## src/rtl/ram_ld_if.sv

```systemverilog
// Loader bus: command inputs, local source/sink memory ports, UART byte streams
// and status. The master side is the loader itself.
interface ram_ld_if #(
    parameter int unsigned XLEN = 32
);
    logic            start_i;
    logic            op_i;
    logic [31:0]     len_i;
    logic [XLEN-1:0] src_rd_addr_o;
    logic [7:0]      src_rd_data_i;
    logic [XLEN-1:0] dst_wr_addr_o;
    logic [7:0]      dst_wr_data_o;
    logic            dst_wr_en_o;
    logic [7:0]      uart_tx_data_o;
    logic            uart_tx_data_vld_o;
    logic            uart_tx_data_rdy_i;
    logic [7:0]      uart_rx_data_i;
    logic            uart_rx_data_vld_i;
    logic            uart_rx_data_rdy_o;
    logic            busy_o;
    logic            done_o;
    logic            timeout_o;

    modport master (
        input  start_i, op_i, len_i, src_rd_data_i, uart_tx_data_rdy_i,
               uart_rx_data_i, uart_rx_data_vld_i,
        output src_rd_addr_o, dst_wr_addr_o, dst_wr_data_o, dst_wr_en_o,
               uart_tx_data_o, uart_tx_data_vld_o, uart_rx_data_rdy_o,
               busy_o, done_o, timeout_o
    );

    modport slave (
        output start_i, op_i, len_i, src_rd_data_i, uart_tx_data_rdy_i,
               uart_rx_data_i, uart_rx_data_vld_i,
        input  src_rd_addr_o, dst_wr_addr_o, dst_wr_data_o, dst_wr_en_o,
               uart_tx_data_o, uart_tx_data_vld_o, uart_rx_data_rdy_o,
               busy_o, done_o, timeout_o
    );
endinterface

```

## src/rtl/ram_ld.sv

```systemverilog
// UART memory loader: sends a 5-byte header (command + length), then either
// streams local source memory out over UART or writes received UART bytes
// into local sink memory, with an inter-byte idle timeout on receive.
module ram_ld #(
    parameter int unsigned XLEN    = 32,
    parameter logic [31:0] TIMEOUT = 32'd1000000
) (
    input logic    clk_i,
    input logic    rst_i,
    ram_ld_if.master bus
);
    typedef enum logic [2:0] {StIdle, StHdr, StFetch, StSend, StRecv, StFin} state_e;

    state_e          state_q;
    logic            op_q;
    logic [31:0]     len_q;
    logic [31:0]     idx_q;
    logic [31:0]     idle_q;
    logic [2:0]      hdr_q;
    logic [7:0]      tx_data_q;
    logic            tx_vld_q;
    logic            rx_rdy_q;
    logic            wr_en_q;
    logic [XLEN-1:0] wr_addr_q;
    logic [7:0]      wr_data_q;
    logic [XLEN-1:0] src_addr_q;
    logic            busy_q;
    logic            done_q;
    logic            timeout_q;

    logic [31:0]     idx_inc;
    logic [31:0]     idle_inc;
    logic            tx_fire;
    logic            rx_fire;

    // Incremented index/idle count and handshake completion
    always_comb begin
        idx_inc  = idx_q + 32'd1;
        idle_inc = idle_q + 32'd1;
        tx_fire  = tx_vld_q & bus.uart_tx_data_rdy_i;
        rx_fire  = rx_rdy_q & bus.uart_rx_data_vld_i;
    end

    // Transfer FSM with all outputs registered
    always_ff @(posedge clk_i or posedge rst_i) begin
        if (rst_i) begin
            state_q    <= StIdle;
            op_q       <= 1'b0;
            len_q      <= '0;
            idx_q      <= '0;
            idle_q     <= '0;
            hdr_q      <= '0;
            tx_data_q  <= '0;
            tx_vld_q   <= 1'b0;
            rx_rdy_q   <= 1'b0;
            wr_en_q    <= 1'b0;
            wr_addr_q  <= '0;
            wr_data_q  <= '0;
            src_addr_q <= '0;
            busy_q     <= 1'b0;
            done_q     <= 1'b0;
            timeout_q  <= 1'b0;
        end else begin
            done_q    <= 1'b0;
            timeout_q <= 1'b0;
            wr_en_q   <= 1'b0;
            case (state_q)
                StIdle: begin
                    if (bus.start_i) begin
                        op_q      <= bus.op_i;
                        len_q     <= bus.len_i;
                        idx_q     <= '0;
                        hdr_q     <= '0;
                        busy_q    <= 1'b1;
                        tx_data_q <= bus.op_i ? 8'h52 : 8'h57;
                        tx_vld_q  <= 1'b1;
                        state_q   <= StHdr;
                    end
                end
                StHdr: begin
                    if (tx_fire) begin
                        if (hdr_q == 3'd4) begin
                            tx_vld_q <= 1'b0;
                            if (len_q == 32'd0) begin
                                done_q  <= 1'b1;
                                busy_q  <= 1'b0;
                                state_q <= StFin;
                            end else if (!op_q) begin
                                src_addr_q <= idx_q[XLEN-1:0];
                                state_q    <= StFetch;
                            end else begin
                                rx_rdy_q <= 1'b1;
                                idle_q   <= '0;
                                state_q  <= StRecv;
                            end
                        end else begin
                            // hdr_q counts bytes already sent; load the next length byte
                            hdr_q <= hdr_q + 3'd1;
                            case (hdr_q)
                                3'd0:    tx_data_q <= len_q[7:0];
                                3'd1:    tx_data_q <= len_q[15:8];
                                3'd2:    tx_data_q <= len_q[23:16];
                                default: tx_data_q <= len_q[31:24];
                            endcase
                        end
                    end
                end
                StFetch: begin
                    // Address has been stable for this whole cycle, read data is valid
                    tx_data_q <= bus.src_rd_data_i;
                    tx_vld_q  <= 1'b1;
                    state_q   <= StSend;
                end
                StSend: begin
                    if (tx_fire) begin
                        tx_vld_q <= 1'b0;
                        idx_q    <= idx_inc;
                        if (idx_inc == len_q) begin
                            done_q  <= 1'b1;
                            busy_q  <= 1'b0;
                            state_q <= StFin;
                        end else begin
                            src_addr_q <= idx_inc[XLEN-1:0];
                            state_q    <= StFetch;
                        end
                    end
                end
                StRecv: begin
                    if (rx_fire) begin
                        wr_en_q   <= 1'b1;
                        wr_addr_q <= idx_q[XLEN-1:0];
                        wr_data_q <= bus.uart_rx_data_i;
                        idx_q     <= idx_inc;
                        idle_q    <= '0;
                        if (idx_inc == len_q) begin
                            rx_rdy_q <= 1'b0;
                            done_q   <= 1'b1;
                            busy_q   <= 1'b0;
                            state_q  <= StFin;
                        end
                    end else if (idle_inc >= TIMEOUT) begin
                        rx_rdy_q  <= 1'b0;
                        timeout_q <= 1'b1;
                        busy_q    <= 1'b0;
                        state_q   <= StIdle;
                    end else begin
                        idle_q <= idle_inc;
                    end
                end
                StFin: begin
                    state_q <= StIdle;
                end
                default: begin
                    state_q <= StIdle;
                end
            endcase
        end
    end

    assign bus.src_rd_addr_o      = src_addr_q;
    assign bus.dst_wr_addr_o      = wr_addr_q;
    assign bus.dst_wr_data_o      = wr_data_q;
    assign bus.dst_wr_en_o        = wr_en_q;
    assign bus.uart_tx_data_o     = tx_data_q;
    assign bus.uart_tx_data_vld_o = tx_vld_q;
    assign bus.uart_rx_data_rdy_o = rx_rdy_q;
    assign bus.busy_o             = busy_q;
    assign bus.done_o             = done_q;
    assign bus.timeout_o          = timeout_q;
endmodule

```

## src/flat_wrapper.sv

```systemverilog
// flat-port wrapper written by rule: the top's interface ports become plain ports
module ram_ld_flat 
#(
    parameter int unsigned XLEN    = 32,
    parameter logic [31:0] TIMEOUT = 32'd1000000
)
  (clk_i, rst_i, bus_start_i, bus_op_i, bus_len_i, bus_src_rd_data_i, bus_uart_tx_data_rdy_i, bus_uart_rx_data_i, bus_uart_rx_data_vld_i, bus_src_rd_addr_o, bus_dst_wr_addr_o, bus_dst_wr_data_o, bus_dst_wr_en_o, bus_uart_tx_data_o, bus_uart_tx_data_vld_o, bus_uart_rx_data_rdy_o, bus_busy_o, bus_done_o, bus_timeout_o);
  ram_ld_if #(.XLEN(XLEN)) bus_i ();
  input logic clk_i;
  input logic rst_i;
  input wire logic [$bits(bus_i.start_i)-1:0] bus_start_i;
  input wire logic [$bits(bus_i.op_i)-1:0] bus_op_i;
  input wire logic [$bits(bus_i.len_i)-1:0] bus_len_i;
  input wire logic [$bits(bus_i.src_rd_data_i)-1:0] bus_src_rd_data_i;
  input wire logic [$bits(bus_i.uart_tx_data_rdy_i)-1:0] bus_uart_tx_data_rdy_i;
  input wire logic [$bits(bus_i.uart_rx_data_i)-1:0] bus_uart_rx_data_i;
  input wire logic [$bits(bus_i.uart_rx_data_vld_i)-1:0] bus_uart_rx_data_vld_i;
  output wire logic [$bits(bus_i.src_rd_addr_o)-1:0] bus_src_rd_addr_o;
  output wire logic [$bits(bus_i.dst_wr_addr_o)-1:0] bus_dst_wr_addr_o;
  output wire logic [$bits(bus_i.dst_wr_data_o)-1:0] bus_dst_wr_data_o;
  output wire logic [$bits(bus_i.dst_wr_en_o)-1:0] bus_dst_wr_en_o;
  output wire logic [$bits(bus_i.uart_tx_data_o)-1:0] bus_uart_tx_data_o;
  output wire logic [$bits(bus_i.uart_tx_data_vld_o)-1:0] bus_uart_tx_data_vld_o;
  output wire logic [$bits(bus_i.uart_rx_data_rdy_o)-1:0] bus_uart_rx_data_rdy_o;
  output wire logic [$bits(bus_i.busy_o)-1:0] bus_busy_o;
  output wire logic [$bits(bus_i.done_o)-1:0] bus_done_o;
  output wire logic [$bits(bus_i.timeout_o)-1:0] bus_timeout_o;
  assign bus_i.start_i = bus_start_i;
  assign bus_i.op_i = bus_op_i;
  assign bus_i.len_i = bus_len_i;
  assign bus_i.src_rd_data_i = bus_src_rd_data_i;
  assign bus_i.uart_tx_data_rdy_i = bus_uart_tx_data_rdy_i;
  assign bus_i.uart_rx_data_i = bus_uart_rx_data_i;
  assign bus_i.uart_rx_data_vld_i = bus_uart_rx_data_vld_i;
  assign bus_src_rd_addr_o = bus_i.src_rd_addr_o;
  assign bus_dst_wr_addr_o = bus_i.dst_wr_addr_o;
  assign bus_dst_wr_data_o = bus_i.dst_wr_data_o;
  assign bus_dst_wr_en_o = bus_i.dst_wr_en_o;
  assign bus_uart_tx_data_o = bus_i.uart_tx_data_o;
  assign bus_uart_tx_data_vld_o = bus_i.uart_tx_data_vld_o;
  assign bus_uart_rx_data_rdy_o = bus_i.uart_rx_data_rdy_o;
  assign bus_busy_o = bus_i.busy_o;
  assign bus_done_o = bus_i.done_o;
  assign bus_timeout_o = bus_i.timeout_o;
  ram_ld #(.XLEN(XLEN), .TIMEOUT(TIMEOUT)) u_core (.clk_i(clk_i), .rst_i(rst_i), .bus(bus_i));
endmodule
```

## config.mk

```make
export PLATFORM = sky130hd
export DESIGN_NAME = ram_ld_flat
export DESIGN_NICKNAME = d
export VERILOG_FILES = /design/src/rtl/ram_ld_if.sv /design/src/rtl/ram_ld.sv /design/src/flat_wrapper.sv
export SDC_FILE = /design/constraint.sdc
export NUM_CORES = 1
export LEC_CHECK = 0
export ABC_AREA = 1
export CAP_MARGIN = 20
export CORE_MARGIN = 2
export CORE_UTILIZATION = 56
export CTS_CLUSTER_DIAMETER = 200
export DETAILED_ROUTE_END_ITERATION = 6
export PLACE_DENSITY = 0.81
export SLEW_MARGIN = 20
export SYNTH_ARGS = -nofsm -noshare
export SYNTH_HDL_FRONTEND = slang
export SYNTH_SLANG_ARGS = --single-unit
```

## constraint.sdc

```tcl
create_clock -name clk_i -period 7.1 [get_ports clk_i]
set_input_delay 0.71 -clock clk_i [delete_from_list [all_inputs] [get_ports clk_i]]
set_output_delay 0.71 -clock clk_i [all_outputs]
set_load 0.05 [all_outputs]
```

==> flow_summary.ini, run 1 <==
[critical_path]
critPathKind = flop to flop
crit_fanout = 44
start_kind = flop
rrSetupSlack_ns = 2.88
r2r_start = u_core.state_q[2]
path_cells = nor2_1, inv_1, nor2_2, buf_4, inv_1, nor2_1, nor3_2, buf_4, nand2_1, clkinv_1, nand2_1, o21ai_0
r2r_end = u_core.idx_q[0]
slowest_delay_ns = 0.82
cpMaxStageDelayCell = nand2_1
rr_worst_depth = 12
arrival_ns = 4.53
crit_required_ns = 7.41
crit_path_end_kind = flop

[finish]
diodes = 0
n_fill_cell = 1630
mostFrequentLayoutCells = 519 x nand2_1, 189 x dfrtp_1, 141 x inv_1, 139 x clkdlybuf4s50_1, 138 x nor2_1
final_area_mm2 = 0.01266
syn2layout_area_growth_pct = 19.79
drive_gt1_share_pct = 7.013
final_nets = 1645
final_common_cell = nand2_1

[sta]
timing.hold.ws_ns = 0.4762
final.setup.tns_ns = 0
clock_skew_ns = 0.007510
setup_viol = 0
hold_violations = 0
report.final.slew_viol_count = 0
worstMarginPinSlew_ns = 1.058
slew_headroom_pct = 29.27
rsz0062_at_grt = false
timing.fmax_mhz = 236.9
finalCritPeriodShare_pct = 59.44
fin_crit_ns = 4.220

[worst_hold_path]
hold_depth = 2
worstHoldEndpoint = u_core.bus.dst_wr_data_o[2]
min_from = u_core.bus.dst_wr_data_o[2]
min_path_type = flop to flop

[run_status]
status = completed

[route]
vias = 10220
postRouteAntennaNets = 0
drtIter0Drc = 1104
firstDrtPassIters = 6
wl_per_cell_um = 16.92
wirelength_mm = 30.98
drc = 0
viasPerCell = 5.583

[grt]
grt_max_degree = 76
gr-usage-all-layers_pct = 31.80
grt-ovfl-total = 0
grt_antenna_before_repair = 0
grt_pass1_vias = 9483
grt_pass1_wl_mm = 49.91

[placed_design]
portBuffers = 139
hpwlAfterDp_mm = 23.76
place_area_mm2 = 0.01209
gp_congestion = 1.012

[yosys]
yosys.area.top_type_share_pct = 44.77
synth.avg_cell_area_um2 = 7.236
syn_nets = 1520
synth_cell_type_count = 40
mappedNetlistArea_mm2 = 0.01057
ys_seq_area_share_pct = 44.77
async_flop_share_pct = 100.0
synth_edf_count = 0
yosys.area.top_type = dfrtp_1
synth_seq_cells = 189
synth_cells = 1460
ys.flop_type = dfrtp_1
netlist_top_cells_area = dfrtp_1 45%, nand2_1 18%, o21ai_0 6.2%
yosys_warnings = 0

[clocking]
clock_sinks = 189
cts_resized = 0
cts_buffers = 17
htreeDepth = 4
root_buffer = clkbuf_16
clkLatencyLatePin_ns = 0.44
post_cts_buffers = 0
cts_tree = done
clockBufferDepth = 2
hold_buffers = 0
clkSlewWorstSetupHoldPaths_ns = 0.07

[floorplan]
start_util_pct = 56.86
die_h_um = 141.4
ios = 140
coreArea_mm2 = 0.01858
rows = 50
die_w_um = 141.4
dieArea_mm2 = 0.01998

[job]
cap_violations = 0

[pwr]
powerDensity_mw_per_mm2 = 367.4
vdd_ir_drop_max_mv = 0.3005
p_leak_nw = 5.634
registers in the layout, summed over array words and instances (netlist names), 3 cells and up:
name / cells
u_core.idx_q: 32
u_core.bus.src_rd_addr_o: 32
u_core.len_q: 32
u_core.hdr_q: 3
u_core.bus.dst_wr_addr_o: 32
u_core.bus.dst_wr_data_o: 8
u_core.bus.uart_tx_data_o: 8
u_core.idle_q: 32
u_core.state_q: 3
synthesized netlist by cell type (2+ instances only):
cell type	number
o21ai_0	130
clkinv_1	2
nand3_2	3
clkbuf_1	30
xor2_1	20
nor2_1	138
dfrtp_1	189
buf_6	6
nor4_1	8
o21ai_2	28
ha_1	6
o2111ai_1	2
nand2_1	519
nand3_1	84
nand3b_1	3
o22ai_1	45
a21oi_1	24
inv_2	6
nand4_1	11
nor3_1	6
inv_1	143
a32o_1	2
nor3b_1	2
o21ai_1	6
nor2_2	10
nand2_2	16
nor2_4	5
or2_2	2
a211oi_1	3
layout make-up:
cell class              count  area, µm²  share of cell area, %
multi-input cells        1081       5061                  39.99
inverters                 151      573.1                  4.528
repair buffers            145       1436                  11.35
clock inverters            13      133.9                  1.058
clock buffers              18      429.2                  3.391
flip-flops and latches    189       4730                  37.37
well taps                 234      292.8                  2.313
critical path: cells and delay by family (launching register included):
| family | cells | cell delay (ns) |
|---|---|---|
| AO/OA/AOI/OAI | 1 | 0.11 |
| buffers and inverters | 5 | 1.80 |
| flip-flops | 1 | 0.43 |
| AND/OR/NAND/NOR | 6 | 1.72 |
per-layer routing:
layer,wire length [µm],GRT usage [%],up-vias
met5,0,0,-
met4,715,10.32,0
met3,2625,6.311,64
met2,13500,47.27,480
met1,14140,47.04,4707
li1,-,-,4971
metrics by stage:
step	std cells	power (mW)	worst slack (ns)	util (%)
6_report	1831	4.650	2.880	68.11
2_1_floorplan	1460	3.075	1.248	-
4_1_cts	1831	4.626	3.044	68.11
5_1_grt	1831	4.928	2.620	68.11
3_5_place_dp	1800	3.685	3.063	65.08
3_3_place_gp	1800	3.657	3.196	65.08
how the worst max path moves through the flow:
stage                            startpoint           endpoint  slack (ns)  depth (start not counted)
final                     u_core.state_q[2]    u_core.idx_q[0]        2.88                         12
after global routing      u_core.state_q[0]    u_core.idx_q[0]        2.62                         13
after detailed placement  u_core.state_q[2]    u_core.idx_q[0]        3.06                         12
after CTS                 u_core.state_q[2]    u_core.idx_q[0]        3.04                         12
after global placement    u_core.state_q[2]  u_core.bus.done_o        3.20                         12
after floorplan                       rst_i  u_core.bus.busy_o        1.25                          1
logic make-up (layout without fill, tap and decap cells):
group	after synthesis	after routing	share of synthesized area [%]
AO/OA/AOI/OAI	243	243	13.35
adder cells (fa/ha/maj)	6	6	0.7105
buffers and inverters	190	327	7.378
AND/OR/NAND/NOR	812	812	32.14
XOR/XNOR	20	20	1.658
flip-flops	189	189	44.77
where the power goes:
part	total (mW)	switching (mW)	internal, mW
registers	1.63	0.278	1.35
logic	2.08	1.45	0.632
clock network	0.947	0.455	0.492
total	4.65	2.18	2.47
Note: power is estimated with default switching activity, not from simulation.
==> run 2, diff against run 1 <==
==> constraint.sdc (replaced) <==
create_clock -name clk_i -period 3.9 [get_ports clk_i]
set_input_delay 0.39 -clock clk_i [delete_from_list [all_inputs] [get_ports clk_i]]
set_output_delay 0.39 -clock clk_i [all_outputs]
set_load 0.05 [all_outputs]
==> run 2 against run 1 <==
Flip-flop and latch count unchanged; non-clock buffer count up 5; core utilization up 0.33 points; setup slack worse by 2.1 ns; highest routed layer unchanged; clock skew up 0.0041 ns; design area up 0.48%; sequential power up 80%; the run now ends with design-rule violations left; global-route usage up 0.37 points; hold slack worse by 0.30 ns; combinational power up 84%; cell count up 0.33%; critical endpoint is now u_core.state_q[2]; sequential share of layout area down 0.18 points.
==> flow_summary.ini, run 2 (same netlist as run 1, synthesis figures left out) <==
[pwr]
seq_power_share_pct = 34.7
power.switching_mw = 4.006
p_int_mw = 4.489
p_leak_nw = 5.674
powerDensity_mw_per_mm2 = 668.0
total_power_mw = 8.496
vdd_ir_drop_max_mv = 0.5798
power_frac_clock_pct = 20.3
sw_frac_of_total_pct = 47.16
comb_power_share_pct = 45.0

[grt]
grt_max_degree = 102
grt_antenna_before_repair = 0
gr-usage-all-layers_pct = 32.18
top_usage_layer = met2
grt_pass1_vias = 9726
grt_use_met2_pct = 48.95
met1_usage_pct = 47.20
grt_pass1_wl_mm = 50.59
grt-ovfl-total = 0
grt_util_met3_pct = 6.514

[run_status]
status = finished, violations left
violations = design-rule violations

[clocking]
root_buffer = clkbuf_16
htreeDepth = 4
post_cts_buffers = 0
cts_buffers = 17
clkSlewWorstSetupHoldPaths_ns = 0.07
cts_tree = done
clkLatencyLatePin_ns = 0.45
hold_buffers = 0
clockBufferDepth = 2
cts_resized = 0
clock_sinks = 189

[route]
firstDrtPassIters = 7
vias = 10280
viasPerCell = 5.597
postRouteAntennaNets = 0
drtIter0Drc = 971
wirelength_mm = 31.38
wl_per_cell_um = 17.08
drc = 2

[sta]
clock_skew_ns = 0.01162
timing.fmax_mhz = 323.3
worstMarginPinSlew_ns = 0.7915
finalCritPeriodShare_pct = 79.30
setup_viol = 0
final.setup.tns_ns = 0
fin_crit_ns = 3.093
worst_slack_ns = 0.8073
slew_headroom_pct = 47.23
timing.hold.ws_ns = 0.1804
report.final.slew_viol_count = 0
rsz0062_at_grt = false
hold_violations = 0

[critical_path]
crit_path_end_kind = flop
crit_fanout = 13
rrSetupSlack_ns = 0.81
r2r_end = u_core.state_q[2]
rr_worst_depth = 16
arrival_ns = 3.41
critPathKind = flop to flop
r2r_start = u_core.idle_q[0]
start_kind = flop
crit_required_ns = 4.22

[placed_design]
dp_slack_ns = 0.8637
place_area_mm2 = 0.01214
gp_congestion = 0.9821
portBuffers = 139
hpwlAfterDp_mm = 23.65

[floorplan]
start_util_pct = 56.86
die_w_um = 141.4
rows = 50
ios = 140
die_h_um = 141.4
coreArea_mm2 = 0.01858
dieArea_mm2 = 0.01998

[finish]
diodes = 0
final_area_mm2 = 0.01272
mostFrequentLayoutCells = 519 x nand2_1, 189 x dfrtp_1, 141 x inv_1, 139 x clkdlybuf4s50_1, 138 x nor2_1
final_common_cell = nand2_1
drive_gt1_share_pct = 7.424
final_nets = 1650
syn2layout_area_growth_pct = 20.37
n_fill_cell = 1620

[worst_hold_path]
min_path_type = input port to async pin

[job]
cap_violations = 0
run 2: cell type report:
class / count / area (µm²) / share of cell area [%]
multi-input cells: 1081 / 5061 / 39.80
flip-flops and latches: 189 / 4730 / 37.19
repair buffers: 150 / 1486 / 11.69
inverters: 151 / 570.5 / 4.486
clock buffers: 19 / 452.9 / 3.562
well taps: 234 / 292.8 / 2.302
clock inverters: 13 / 123.9 / 0.9740
run 2: power by group through the flow:
stage | Combinational, mW | Sequential (mW) | Clock (mW)
after floorplan | 2.20 | 3.40 | 0
after global placement | 3.71 | 2.95 | 0
after detailed placement | 3.77 | 2.95 | 0
after CTS | 3.79 | 2.92 | 1.74
after global routing | 4.20 | 3.00 | 1.82
final | 3.82 | 2.94 | 1.73
run 2: worst max-delay path, stage by stage, from the launching register on:
cell and delay (ns):
dfrtp_1 0.38, ha_1 0.18, nand2_1 0.10, nor2_2 0.29, nand2_1 0.14, nor2_1 0.27
nand3_1 0.11, nand2_1 0.08, nand2_1 0.05, nor2_1 0.14, nand2_1 0.06, nor2_1 0.22
nand3_1 0.44, nand2_1 0.27, a21oi_1 0.10, nand2_1 0.07, nand2_1 0.06
run 2: per-stage QoR:
step	utilization [%]	std cells
3_5_place_dp	65.34	1805
6_report	68.44	1837
2_1_floorplan	-	1460
4_1_cts	68.44	1837
5_1_grt	68.44	1837
3_3_place_gp	65.34	1805
run 2: worst max-delay path by stage:
stage	from	endpoint	slack, ns	depth (start not counted)
finish	u_core.idle_q[0]	u_core.state_q[2]	0.81	16
floorplan	rst_i	u_core.bus.busy_o	1.08	1
detailed placement	u_core.idle_q[0]	u_core.idle_q[3]	0.86	17
CTS	u_core.idle_q[0]	u_core.idle_q[3]	0.84	17
global placement	u_core.idle_q[0]	u_core.idle_q[3]	0.93	16
global route	u_core.idle_q[0]	u_core.idle_q[3]	0.45	17
run 2: layer usage:
metal  vias to the layer above  share of wire [%]
met5                         -                  0
met4                         0                2.3
met3                        56                8.9
met2                       472                 44
met1                      4795                 45
li1                       4958                  -
